## src/rtl/fc_seq_ctrl.sv

```systemverilog
// Fully-connected layer sequencer: streams src_buf/weight reads into the MAC and schedules dst_buf write-back.
// Optional macro FC_SEQ_STALL_EN adds a stall input that pauses issue without disturbing write-back timing.
module fc_seq_ctrl #(
    parameter int AW      = 12,
    parameter int WW      = 24,
    parameter int MAC_LAT = 2
) (
    input  logic          clk,
    input  logic          reset,
    input  logic          run,
`ifdef FC_SEQ_STALL_EN
    input  logic          stall,
`endif
    input  logic [AW-1:0] in_n,
    input  logic [AW-1:0] out_n,
    output logic          exec,
    output logic [AW-1:0] ia,
    output logic [WW-1:0] wa,
    output logic          acc_init,
    output logic          acc_last,
    output logic          outr,
    output logic [AW-1:0] oa,
    output logic          busy,
    output logic          done
);

    typedef enum logic [1:0] {
        IDLE  = 2'd0,
        ISSUE = 2'd1,
        DRAIN = 2'd2,
        FIN   = 2'd3
    } state_t;

    localparam logic [AW-1:0] ONE_A = AW'(1);
    localparam logic [WW-1:0] ONE_W = WW'(1);

    state_t state, nxt;

    logic [AW-1:0] i_cnt, o_cnt;
    logic [AW-1:0] in_m1, out_m1;
    logic [WW-1:0] wa_cnt;
    logic          hold;
    logic          term_last;
    logic          layer_last;

    // Write-back delay line: one entry per neuron, tapped at MAC_LAT so outr lines up with x.
    logic [MAC_LAT:0]         vld_pipe;
    logic [MAC_LAT:0][AW-1:0] oa_pipe;

`ifdef FC_SEQ_STALL_EN
    assign hold = stall;
`else
    assign hold = 1'b0;
`endif

    assign term_last  = exec && (i_cnt == in_m1);
    assign layer_last = term_last && (o_cnt == out_m1);

    always_ff @(posedge clk) begin
        if (reset) state <= IDLE;
        else       state <= nxt;
    end

    always_comb begin
        nxt  = state;
        exec = 1'b0;
        busy = 1'b0;
        done = 1'b0;
        case (state)
            IDLE: begin
                if (run) nxt = (in_n == '0 || out_n == '0) ? FIN : ISSUE;
            end
            ISSUE: begin
                busy = 1'b1;
                exec = !hold;
                if (layer_last) nxt = DRAIN;
            end
            DRAIN: begin
                busy = 1'b1;
                // Leave once only the entry now presenting outr remains in flight.
                if (vld_pipe[MAC_LAT-1:0] == '0) nxt = FIN;
            end
            FIN: begin
                done = 1'b1;
                nxt  = IDLE;
            end
            default: nxt = IDLE;
        endcase
    end

    always_ff @(posedge clk) begin
        if (reset) begin
            i_cnt    <= '0;
            o_cnt    <= '0;
            wa_cnt   <= '0;
            in_m1    <= '0;
            out_m1   <= '0;
            acc_init <= 1'b0;
            acc_last <= 1'b0;
            vld_pipe <= '0;
            oa_pipe  <= '0;
        end else begin
            if (state == IDLE && run) begin
                i_cnt  <= '0;
                o_cnt  <= '0;
                wa_cnt <= '0;
                in_m1  <= in_n - ONE_A;
                out_m1 <= out_n - ONE_A;
            end else if (exec) begin
                // wa tracks o*in_n+i incrementally; it never resets between neurons.
                wa_cnt <= wa_cnt + ONE_W;
                if (term_last) begin
                    i_cnt <= '0;
                    o_cnt <= o_cnt + ONE_A;
                end else begin
                    i_cnt <= i_cnt + ONE_A;
                end
            end
            acc_init <= exec && (i_cnt == '0);
            acc_last <= term_last;
            vld_pipe <= {vld_pipe[MAC_LAT-1:0], term_last};
            oa_pipe  <= {oa_pipe[MAC_LAT-1:0], o_cnt};
        end
    end

    assign ia   = i_cnt;
    assign wa   = wa_cnt;
    assign outr = vld_pipe[MAC_LAT];
    assign oa   = oa_pipe[MAC_LAT];

endmodule
```

## config.mk

```make
export PLATFORM = sky130hd
export DESIGN_NAME = fc_seq_ctrl
export DESIGN_NICKNAME = d
export VERILOG_FILES = /design/src/rtl/fc_seq_ctrl.sv
export SDC_FILE = /design/constraint.sdc
export NUM_CORES = 1
export LEC_CHECK = 0
export ABC_AREA = 1
export ABC_CLOCK_PERIOD_IN_PS = 1780
export CELL_PAD_IN_SITES_DETAIL_PLACEMENT = 2
export CELL_PAD_IN_SITES_GLOBAL_PLACEMENT = 2
export CORE_MARGIN = 2
export CORE_UTILIZATION = 28
export CTS_CLUSTER_SIZE = 20
export DETAILED_ROUTE_END_ITERATION = 16
export GPL_TIMING_DRIVEN = 0
export PLACE_DENSITY_LB_ADDON = 0.1
export SLEW_MARGIN = 25
export SYNTH_ARGS = -nofsm -noshare
export SYNTH_HDL_FRONTEND = slang
export SYNTH_SLANG_ARGS = --single-unit
```

## constraint.sdc

```tcl
create_clock -name clk -period 1.78 [get_ports clk]
set_clock_uncertainty 0.05 [all_clocks]
set_input_delay 0.178 -clock clk [delete_from_list [all_inputs] [get_ports clk]]
set_output_delay 0.178 -clock clk [all_outputs]
set_load 0.03 [all_outputs]
```

* Word-level counts from Yosys, hierarchy flattened
Index checks and enable logic that the tools add are counted.
** Storage, ports and cells
- Bits in registers :: 115
- Input bits :: 27
- Word-level logic and storage cells :: 48
** Cells by class
- $add $sub $neg :: 5
- Equal/unequal tests :: 8
- Multiplexer cells :: 9
- Reductions and logical operators :: 14
** Operators with widths (number)
- 12-bit zero test :: 3
- 12-bit by 1-bit adder with 12-bit output (second input constant) :: 2
- 24-bit by 1-bit adder with 24-bit output (second input constant) :: 1
- 12-bit == test :: 2
- 12-bit by 1-bit subtractor with 12-bit output (second input constant) :: 2
- 12-bit two-way mux :: 1
- 2-bit two-way mux :: 4
- 2-bit one-hot mux with 4 select lines :: 1
- 2-bit inequality test (second input constant) :: 3
- 2-bit == test (second input constant) :: 2
- 1-bit logical AND :: 4
- 2-bit zero test :: 2
- 2-bit OR reduction :: 2
- 1-bit two-way mux :: 3
- 3-bit AND reduction :: 1
- 2-bit by 1-bit == test with 1-bit output (second input constant) :: 1
- 2-bit AND reduction :: 1
- 1-bit logical OR :: 1

* Depth between registers and ports, before layout
Gate-level depths: netlist of run 1.
- Word-level depth :: 6
- Mapped depth :: 14
- Depth with buffers taken out :: 13

* Worst setup path before layout of run 1
OpenSTA, ideal clock, no wires.
- Path type :: reg-to-reg
- Start point :: reg state[1]
- End point :: reg i_cnt[11], in the netlist ia[11]
- Setup time :: 116 ps
- Arrival time :: 1867 ps
- Required time :: 1614 ps
- Setup slack :: -254 ps
- Stages on the path, launching flop included :: 13
- Buffers on the path :: 1
- Clock period less this slack :: 2034 ps
- Path through :: dfxtp_1 > inv_1 > ha_1 > buf_4 > nand3_2 > nor2_1 > nand2_1 > nor2_2 > nand3_1 > nor2_1 > nand2_1 > nor2_1 > nor3_2
** On the way
- Word-level cells in the longest chain between the ends :: 4
** Ends and longest elaborated chain
- from (decl) :: RTL line 37 : state_t state, nxt;
- from (signal assigned) :: RTL line 61 : else state <= nxt;
- 2-bit by 1-bit == test with 1-bit output * :: RTL line 69 : case (state)
- 1-bit two-way mux * :: RTL line 69
- named net exec :: RTL line 16 : output logic exec,
- 1-bit logical AND :: RTL line 56 : assign term_last = exec && (i_cnt == in_m1);
- 12-bit two-way mux :: RTL line 112 : if (term_last) begin
- to (signal assigned) :: RTL line 116 : i_cnt <= i_cnt + ONE_A;
- to (decl) :: RTL line 39 : logic [AW-1:0] i_cnt, o_cnt;
The timed path passes the listed nets; every way through them passes the cells marked *.
A chain may end at the register's enable or synchronous reset.

* Worst setup path in the final report of run 1
- Start point :: reg state[1]
- End point :: reg state[1]
** On the way
- Word-level cells in the longest chain between the ends :: 6
** Ends and longest elaborated chain
- 2-bit by 1-bit == test with 1-bit output :: RTL line 69
- 1-bit two-way mux :: RTL line 69
- 1-bit logical AND :: RTL line 56
- 1-bit logical AND :: RTL line 57 : assign layer_last = term_last && (o_cnt == out_m1);
- 2-bit inequality test (no line)
- 3-bit AND reduction (no line)
Parallel ways exist; a longest one is shown, timed or not.

==> reports/qor.csv, run 1 <==
stage;metric;value;unit
run_status;status;finished with violations;
run_status;violations;setup timing;
finish;num-nets-final;943;
logic_synthesis;ys.flop_type;dfxtp_1;
critical_path;start_kind;flip-flop;
sta;drv_slew;0;
clock_tree;path_clk_slew;0.06;ns
critical_path;required;2.04;ns
clock_tree;ctsHtreeMaxLevel;4;
logic_synthesis;synth.most_common_cell;nand2_1;
critical_path;critPathMaxStageDelay;0.33;ns
sta;holdWs;0.319;ns
finish;finalNonFillerCells;1181;
finish;synthToLayoutAreaGrowth;45.0;%
sta;rsz0062_at_grt;yes;
critical_path;slowest_stage;dfxtp_2;
logic_synthesis;synthTopCellsByArea;dfxtp_1 (41%), nand2_1 (9.1%), inv_1 (7.7%), nor2_1 (7.5%), a21oi_1 (3.5%);
drt;vias_per_cell;4.59;
floorplan;die_area;21100;um^2
finish;fin_area;8080;um^2
min_path;hp-class;input port to flip-flop;
drt;wl_per_cell;16.3;um
sta;setup_ws;-0.0596;ns
global_route;grt_util_all_layers;18.1;%
floorplan;ios;81;
global_route;antenna_found_initial;0;
logic_synthesis;ys_seq_elements;114;
floorplan;coreArea;19500;um^2
drt;ant_nets;0;
floorplan;dieHeight;145;um
global_route;grt_max_degree;17;
logic_synthesis;synth.net_count;813;
place;place_inst;1117;
critical_path;worstPathArrival;2.10;ns
floorplan;rows;51;
place;port_buffers;79;
drt;drt-initial-drc-count;142;
drt;drc_errors;0;
clock_tree;cts_hold_buf;0;
power_and_ir_drop;p_per_area;1180;nW/um^2
drt;dr_total_vias;5422;
logic_synthesis;async_flop_share;0;%
logic_synthesis;yosys-top-cells-count;nand2_1 (135), inv_1 (115), dfxtp_1 (114), nor2_1 (112), a21oi_1 (39);
critical_path;worstSetupPathType;flip-flop to flip-flop;
floorplan;start_util;28.6;%
sta;max_freq;0.544;GHz
drt;routed_wl;19.3;mm
sta;fin_crit_sh;103;%
finish;antenna_cells;0;
power_and_ir_drop;vdd_drop_max;553;uV
sta;relSlewSlack;50.3;%
logic_synthesis;ys_seq_area_share;40.9;%
global_route;grt_pass1_vias;5948;
place;dpl_cell_area;6730;um^2
power_and_ir_drop;power;9560;uW
drt;first_pass_iters;4;
logic_synthesis;ys_warn_count;0;
sta;worstMarginPinSlew;0.745;ns
global_route;grt_pass1_wl;30.5;mm
finish;multi_input_area;3040;um^2
logic_synthesis;synth_top_area_cell;dfxtp_1;
logic_synthesis;synth_edf_count;0;
clock_tree;clk_latency;0.42;ns
power_and_ir_drop;cellLeakagePower;0.00347;uW
finish;fillers;2245;
logic_synthesis;ys_types;43;
sta;hold_viol;0;
logic_synthesis;synthCells;773;
logic_synthesis;yosysTopAreaCellShare;40.9;%
critical_path;path_cells;inv_4 -> ha_4 -> inv_8 -> a21oi_2 -> nand2_1 -> nor2_2 -> nand2_2 -> nor2_8 -> buf_12 -> nand2_4 -> nand2_4 -> nand3_2 -> nand2_1 -> nor2_1;
critical_path;cp-end-kind;flip-flop;
place;dp_hpwl;14.0;mm
floorplan;die-width;145;um
critical_path;critPathMaxFanout;4;
place;gp_congestion;0.823;
clock_tree;root_buffer;clkbuf_16;
flow_run;maxCapViolations;0;
finish;drive_gt1_share;23.7;%
logic_synthesis;syn_avg_cell_area;7.21;um^2
sta;post-route-min-period;1.84;ns
clock_tree;cts_tree;built;
clock_tree;clockBufferDepth;2;
clock_tree;cts_made_buffers;17;
clock_tree;clock-sinks;114;
sta;setup_viol_count_final;7;
logic_synthesis;synthesis.area;5580;um^2
global_route;grt_overflow_total;0;
finish;seq_area;2310;um^2
-- critical path: cells and delay by family, from the launching register on --
| kind | cells | cell delay, ns |
|---|---|---|
| AOI/OAI and AO/OA | 1 | 0.09 |
| and+or+nand+nor | 9 | 0.81 |
| adders and majority gates | 1 | 0.20 |
| DFF | 1 | 0.33 |
| buffers and inverters | 3 | 0.24 |
-- state kept, by name, indices dropped and copies added (netlist names) --
signal / count
oa_pipe: 24
wa: 24
ia: 12
in_m1: 12
o_cnt: 12
oa: 12
out_m1: 12
vld_pipe: 3
state: 2
acc_init: 1
-- routing by layer --
| metal | GRT usage [%] | share of wire, % |
|---|---|---|
| met1 | 21.0 | 44 |
| met2 | 33.8 | 52 |
| met3 | 3.27 | 3.0 |
| met4 | 5.49 | 1.2 |
| met5 | 0 | 0 |
-- cell families (layout without fill, tap and decap cells) --
family,after synthesis,after routing,share of synthesized area [%]
simple gates,362,363,29.9
flops,114,114,40.9
xor+xnor,32,32,5.03
compound gates,96,96,9.42
buf+inv,156,298,11.8
fa+ha+maj,13,13,2.92
-- power by group --
| part | total, uW | switching, uW | internal [uW] |
|---|---|---|---|
| combinational | 3100 | 1850 | 1240 |
| clock | 3470 | 1380 | 2100 |
| sequential | 2990 | 204 | 2780 |
-- what timing repair did --
| action | CTS | global route |
|---|---|---|
| gates resized for setup | 88 | 91 |
| cloned | 2 | 0 |
| pin swaps | 20 | 30 |
| endpoints found under the setup margin | 98 | 69 |
| buffers inserted | 20 | 11 |
-- final cells by class --
type                       count  area share, %
multi-input combinational    504           37.6
sequential                   114           28.6
timing repair buffer         111           13.6
inverter                     126           6.13
clock buffer                  17           5.26
tap                          265           4.10
buffer                        29           2.72
clock inverter                15           2.10
-- layout by cell type, fill, tap and decap left out, drive strengths merged, types with 2 or more instances in the layout --
cell type and n:
nand3 36, dlygate4sd2 26, nor2 122, nor3 23, a21oi 40, inv 133
o21ai 38, ha 13, nor3b 5, a31oi 9, dlymetal6s2s 5, buf 52
o221ai 3, nand2 147, clkbuf 27, dfxtp 114, xnor2 10, clkinv 4
xor2 22, clkdlybuf4s50 47, or2 6, nand4 18, bufinv 2, clkinvlp 2
nor4 5
-- stage by stage --
| stage | worst slack [ns] | TNS (ns) | utilization (%) |
|---|---|---|---|
| after global placement | -0.477 | -16.08 | 34.5 |
| after CTS | -0.164 | -3.54 | 39.5 |
| after global routing | -0.188 | -2.70 | 41.4 |
| final | -0.0596 | -0.195 | 41.4 |
| after floorplan | -0.00432 | -0.00432 | - |
| after detailed placement | -0.554 | -20.10 | 34.5 |
-- path summary, 6_finish.rpt --
path | from | to | slack (ns) | depth (start not counted)
worst max-delay path | state[1] | state[1] | -0.06 | 14
worst min-delay path | out_n[4] | out_m1[4] | 0.32 | 3
worst max register to register | state[1] | state[1] | -0.06 | 14
worst min register to register | oa_pipe[17] | oa[5] | 0.36 | 2
Note: power is estimated with default switching activity, not from simulation.
==> run 2, diff against run 1 <==
--- a/config.mk
+++ b/config.mk
@@ -15,6 +15,7 @@
 export DETAILED_ROUTE_END_ITERATION = 16
 export GPL_TIMING_DRIVEN = 0
 export PLACE_DENSITY_LB_ADDON = 0.1
+export SKIP_LAST_GASP = 1
 export SLEW_MARGIN = 25
 export SYNTH_ARGS = -nofsm -noshare
 export SYNTH_HDL_FRONTEND = slang
==> run 2 against run 1 <==
  * The run still ends with setup timing left
  * Clock-buffer cell count unchanged
  * Sequential share of layout area up 0.080 points
  * Sequential power about the same
  * Power down 0.11%
  * Critical path depth down 2
  * Global-route usage unchanged
  * First-iteration DRC count down 3.5%
  * Via count about the same
  * Final area down 0.28%
  * Largest cell class unchanged
==> reports/qor.csv, run 2 (same netlist as run 1, synthesis figures left out) <==
stage;metric;value;unit
drt;wl_per_cell;16.3;um
finish;mostFrequentLayoutCells;nand2_1 (132), inv_1 (112), dfxtp_1 (97), nor2_1 (93), clkdlybuf4s50_1 (47);
place;dpl_cell_area;6730;um^2
floorplan;die-width;145;um
drt;drc_errors;0;
finish;synthToLayoutAreaGrowth;44.6;%
clock_tree;ctsHtreeMaxLevel;4;
global_route;grt_pass1_wl;30.5;mm
sta;fin_setup_tns;-0.203;ns
sta;rsz0062_at_grt;yes;
critical_path;start_kind;flip-flop;
place;port_buffers;79;
power_and_ir_drop;cellLeakagePower;0.00347;uW
critical_path;critPathBufInv;2;
clock_tree;cts_made_buffers;17;
critical_path;slowest_stage;dfxtp_1;
floorplan;coreArea;19500;um^2
sta;fin_crit_sh;103;%
global_route;grt_pass1_vias;5948;
critical_path;path_cells;inv_2 -> nand2_2 -> nand2_1 -> nor2_2 -> nand3_4 -> nor2_8 -> buf_12 -> nand2_4 -> nand2_4 -> nand3_2 -> nand2_1 -> nor2_1;
floorplan;rows;51;
floorplan;dieHeight;145;um
critical_path;worstPathArrival;2.10;ns
sta;post-route-min-period;1.84;ns
finish;num-nets-final;943;
clock_tree;clk_latency;0.42;ns
sta;max_freq;0.544;GHz
global_route;antenna_found_initial;0;
sta;worstMarginPinSlew;0.739;ns
power_and_ir_drop;power;9550;uW
critical_path;critPathTopFamily;simple AND/OR/NAND/NOR gates;
floorplan;ios;81;
place;place_ws;-0.554;ns
drt;dr_total_vias;5427;
flow_run;maxCapViolations;0;
run_status;violations;setup timing;
clock_tree;clockBufferDepth;2;
sta;setup_ws;-0.0586;ns
clock_tree;root_buffer;clkbuf_16;
sta;relSlewSlack;50.8;%
finish;drive_gt1_share;23.4;%
drt;routed_wl;19.2;mm
run_status;status;finished with violations;
clock_tree;cts_tree;built;
critical_path;required;2.04;ns
sta;hold_viol;0;
sta;drv_slew;0;
global_route;grt_max_degree;17;
floorplan;die_area;21100;um^2
place;gp_congestion;0.823;
drt;drt-initial-drc-count;137;
global_route;grt_overflow_total;0;
clock_tree;clock-sinks;114;
power_and_ir_drop;vdd_drop_max;550;uV
min_path;hp-class;input port to flip-flop;
drt;vias_per_cell;4.60;
critical_path;cp-end-kind;flip-flop;
finish;antenna_cells;0;
critical_path;critPathMaxStageDelay;0.43;ns
finish;fillers;2248;
place;dp_hpwl;14.0;mm
power_and_ir_drop;p_per_area;1180;nW/um^2
drt;ant_nets;0;
critical_path;critPathMaxFanout;5;
clock_tree;path_clk_slew;0.06;ns
drt;first_pass_iters;4;
finish;fin_area;8060;um^2
floorplan;start_util;28.6;%
sta;setup_viol_count_final;7;
global_route;grt_util_all_layers;18.1;%
critical_path;worstSetupPathType;flip-flop to flip-flop;
finish;final_common_cell;nand2_1;
[run 2: cell counts in the layout (fill, tap and decap cells not counted)]
Identical to the previous run, type by type.
[run 2: final cells by class]
class	count	area [um^2]	share of cell area (%)
buffer	29	218	2.70
multi-input combinational	504	3020	37.4
clock buffer	17	425	5.28
sequential	114	2310	28.6
inverter	126	495	6.15
clock inverter	15	170	2.11
timing repair buffer	111	1100	13.6
tap	265	332	4.11
[run 2: timing repair]
| item | in CTS | in global routing |
|---|---|---|
| gates resized for setup | 88 | 85 |
| gates cloned | 2 | 0 |
| pin swaps | 20 | 30 |
| endpoints found under the hold margin | 0 | 0 |
| hold buffers | 0 | 0 |
| setup buffers | 20 | 11 |
| setup endpoints to repair | 98 | 69 |
[run 2: tightest hold or removal path, delay by kind of cell]
family          cells  cell delay, ns
compound gates      2            0.16
buf+inv             1            0.41
[run 2: report_power, final]
part	switching [uW]	internal, uW	total [uW]
logic	1850	1240	3090
registers	203	2780	2980
clock network	1370	2100	3470
[run 2: path summary, 6_finish.rpt]
kind	from	end	slack (ns)	depth (start not counted)
max	ia[9]	state[1]	-0.06	12
min	out_n[4]	out_m1[4]	0.32	3
max reg2reg	ia[9]	state[1]	-0.06	12
min reg2reg	oa_pipe[17]	oa[5]	0.36	2
[run 2: metal layers]
layer  up-vias  track usage [%]  wire [um]
li1       2699                -          -
met1      2636             21.0       8340
met2        77             33.8      10100
met3        15             3.27        600
met4         0             5.49        221
met5         -                0          0
[run 2: per-stage QoR]
step                      std cells  util, %  hold WS, ns
after floorplan                 773        -        0.218
after global placement         1117     34.5        0.344
after detailed placement       1117     34.5        0.349
after CTS                      1171     39.5        0.310
after global routing           1181     41.3        0.340
final                          1181     41.3        0.321
==> run 3, diff against run 2 <==
--- a/config.mk
+++ b/config.mk
@@ -15,6 +15,7 @@
 export DETAILED_ROUTE_END_ITERATION = 16
 export GPL_TIMING_DRIVEN = 0
 export PLACE_DENSITY_LB_ADDON = 0.1
+export SKIP_CTS_REPAIR_TIMING = 1
 export SKIP_LAST_GASP = 1
 export SLEW_MARGIN = 25
 export SYNTH_ARGS = -nofsm -noshare
==> run 3 against run 2 <==
  * The run still ends with setup timing left
  * Worst setup slack got worse by 0.095 ns
  * Routed wire length decreased by 1.2%
  * First-iteration DRC count increased by 6.6%
  * Final area decreased by 2.2%
  * Fmax decreased by 4.9%
  * Power decreased by 1.3%
  * Clock-buffer cell count unchanged
  * Via count decreased by 0.52%
  * Critical path type unchanged
  * Critical endpoint is now ia[11]
  * Largest power group unchanged
==> reports/qor.csv, run 3 (same netlist as run 1, synthesis figures left out) <==
stage;metric;value;unit
sta;drv_slew;0;
critical_path;start_kind;flip-flop;
sta;setup_viol_count_final;25;
finish;antenna_cells;0;
critical_path;worstPathArrival;2.20;ns
sta;worstMarginPinSlew;0.751;ns
floorplan;start_util;28.6;%
critical_path;timing.rr.end;ia[11];
finish;drive_gt1_share;19.2;%
power_and_ir_drop;p_per_area;1200;nW/um^2
sta;relSlewSlack;49.9;%
clock_tree;cts_tree;built;
clock_tree;root_buffer;clkbuf_16;
place;port_buffers;79;
sta;rsz0062_at_grt;yes;
drt;first_pass_iters;4;
drt;drc_errors;0;
drt;drt-initial-drc-count;146;
place;dp_hpwl;14.0;mm
power_and_ir_drop;cellLeakagePower;0.00365;uW
critical_path;critPathMaxStageDelay;0.36;ns
global_route;grt_pass1_vias;5773;
global_route;grt_pass1_wl;29.3;mm
drt;dr_total_vias;5399;
finish;num-nets-final;938;
sta;setup_ws;-0.154;ns
critical_path;cp-end-kind;flip-flop;
run_status;status;finished with violations;
clock_tree;clock-sinks;114;
sta;fin_crit_sh;109;%
run_status;violations;setup timing;
drt;routed_wl;19.0;mm
critical_path;slowest_stage;dfxtp_4;
finish;fin_area;7890;um^2
floorplan;die_area;21100;um^2
place;gp_congestion;0.823;
clock_tree;path_clk_slew;0.06;ns
critical_path;critPathMaxFanout;5;
clock_tree;clk_latency;0.42;ns
min_path;hp-start;out_n[4];
sta;post-route-min-period;1.93;ns
critical_path;critPathBufInv;3;
global_route;grt_max_degree;17;
clock_tree;ctsHtreeMaxLevel;4;
place;dpl_cell_area;6730;um^2
floorplan;coreArea;19500;um^2
min_path;hp-class;input port to flip-flop;
min_path;min_delay_path_depth;3;
floorplan;rows;51;
critical_path;required;2.05;ns
floorplan;die-width;145;um
floorplan;dieHeight;145;um
critical_path;path_cells;inv_4 -> ha_4 -> buf_12 -> buf_12 -> nand3_4 -> nor2_2 -> nand2_1 -> nor2_2 -> nand3_2 -> nor2_4 -> nand2_1 -> nor2_2 -> nor3_2;
global_route;antenna_found_initial;0;
global_route;grt_util_all_layers;17.3;%
floorplan;ios;81;
finish;mostFrequentLayoutCells;nand2_1 (134), inv_1 (113), dfxtp_1 (101), nor2_1 (100), clkdlybuf4s50_1 (51);
drt;ant_nets;0;
critical_path;rr_worst_depth;13;
min_path;holdPathEnd;out_m1[4];
power_and_ir_drop;power;9420;uW
critical_path;worstSetupPathType;flip-flop to flip-flop;
drt;vias_per_cell;4.59;
power_and_ir_drop;vdd_drop_max;581;uV
global_route;grt_overflow_total;0;
clock_tree;cts_made_buffers;17;
drt;wl_per_cell;16.1;um
sta;max_freq;0.517;GHz
critical_path;worst-r2r-setup-slack;-0.15;ns
critical_path;r2r_start;state[1];
clock_tree;clockBufferDepth;2;
critical_path;critPathMostFrequentCell;nor2_2;
finish;final_common_cell;nand2_1;
flow_run;maxCapViolations;0;
critical_path;critPathTopFamily;simple AND/OR/NAND/NOR gates;
sta;hold_viol;0;
finish;synthToLayoutAreaGrowth;41.4;%
run 3: cell count changes in the layout (fill, tap and decap cells not counted), moves of 4 or more:
cell | before | now
a21oi_1 | 33 | 37
a21oi_2 | 7 | 3
buf_4 | 33 | 37
buf_6 | 10 | 4
clkdlybuf4s50_1 | 47 | 51
dfxtp_1 | 97 | 101
dlygate4sd2_1 | 26 | 0
dlymetal6s2s_1 | 5 | 27
nor2_1 | 93 | 100
nor2_4 | 12 | 8
nor3b_1 | 0 | 4
nor3b_2 | 5 | 1
run 3: worst max-delay path by stage:
| stage | from | to | slack, ns | cells past startpoint |
|---|---|---|---|---|
| floorplan | state[1] | ia[11] | -0.004 | 12 |
| global placement | run | wa[4] | -0.48 | 7 |
| detailed placement | state[0] | o_cnt[0] | -0.55 | 8 |
| CTS | state[0] | o_cnt[0] | -0.61 | 8 |
| global route | state[1] | ia[11] | -0.30 | 13 |
| finish | state[1] | ia[11] | -0.15 | 13 |
run 3: worst min-delay path, stage by stage:
cell and delay (ns):
clkdlybuf4s50_1 0.41, o21ai_0 0.08, a31oi_1 0.08
run 3: routing by layer:
layer | part of all wire, % | vias to the layer above | global-route usage [%]
met4 | 1.4 | 0 | 5.34
met2 | 52 | 81 | 31.8
met5 | 0 | - | 0
li1 | - | 2686 | -
met3 | 2.5 | 21 | 3.14
met1 | 44 | 2611 | 20.5
run 3: power breakdown:
part	total [uW]	internal [uW]	switching, uW
Sequential	3000	2780	213
Clock	3480	2100	1380
Combinational	2950	1180	1770
run 3: through the flow:
stage / utilization [%] / setup TNS [ns] / std cells / worst slack (ns) / hold slack (ns)
6_report: 40.4 / -2.34 / 1176 / -0.154 / 0.322
5_1_grt: 40.4 / -6.06 / 1176 / -0.295 / 0.341
4_1_cts: 37.5 / -23.05 / 1149 / -0.607 / 0.310
3_5_place_dp: 34.5 / -20.10 / 1117 / -0.554 / 0.349
3_3_place_gp: 34.5 / -16.08 / 1117 / -0.477 / 0.344
2_1_floorplan: - / -0.00432 / 773 / -0.00432 / 0.218
run 3: area by class of cell:
cell class	count	area (um^2)
Fill cell	2259	11600
Multi-Input combinational cell	504	2840
Sequential cell	114	2300
Timing Repair Buffer	106	1090
Inverter	126	503
Clock buffer	17	425
Tap cell	265	332
Buffer	29	220
Clock inverter	15	170
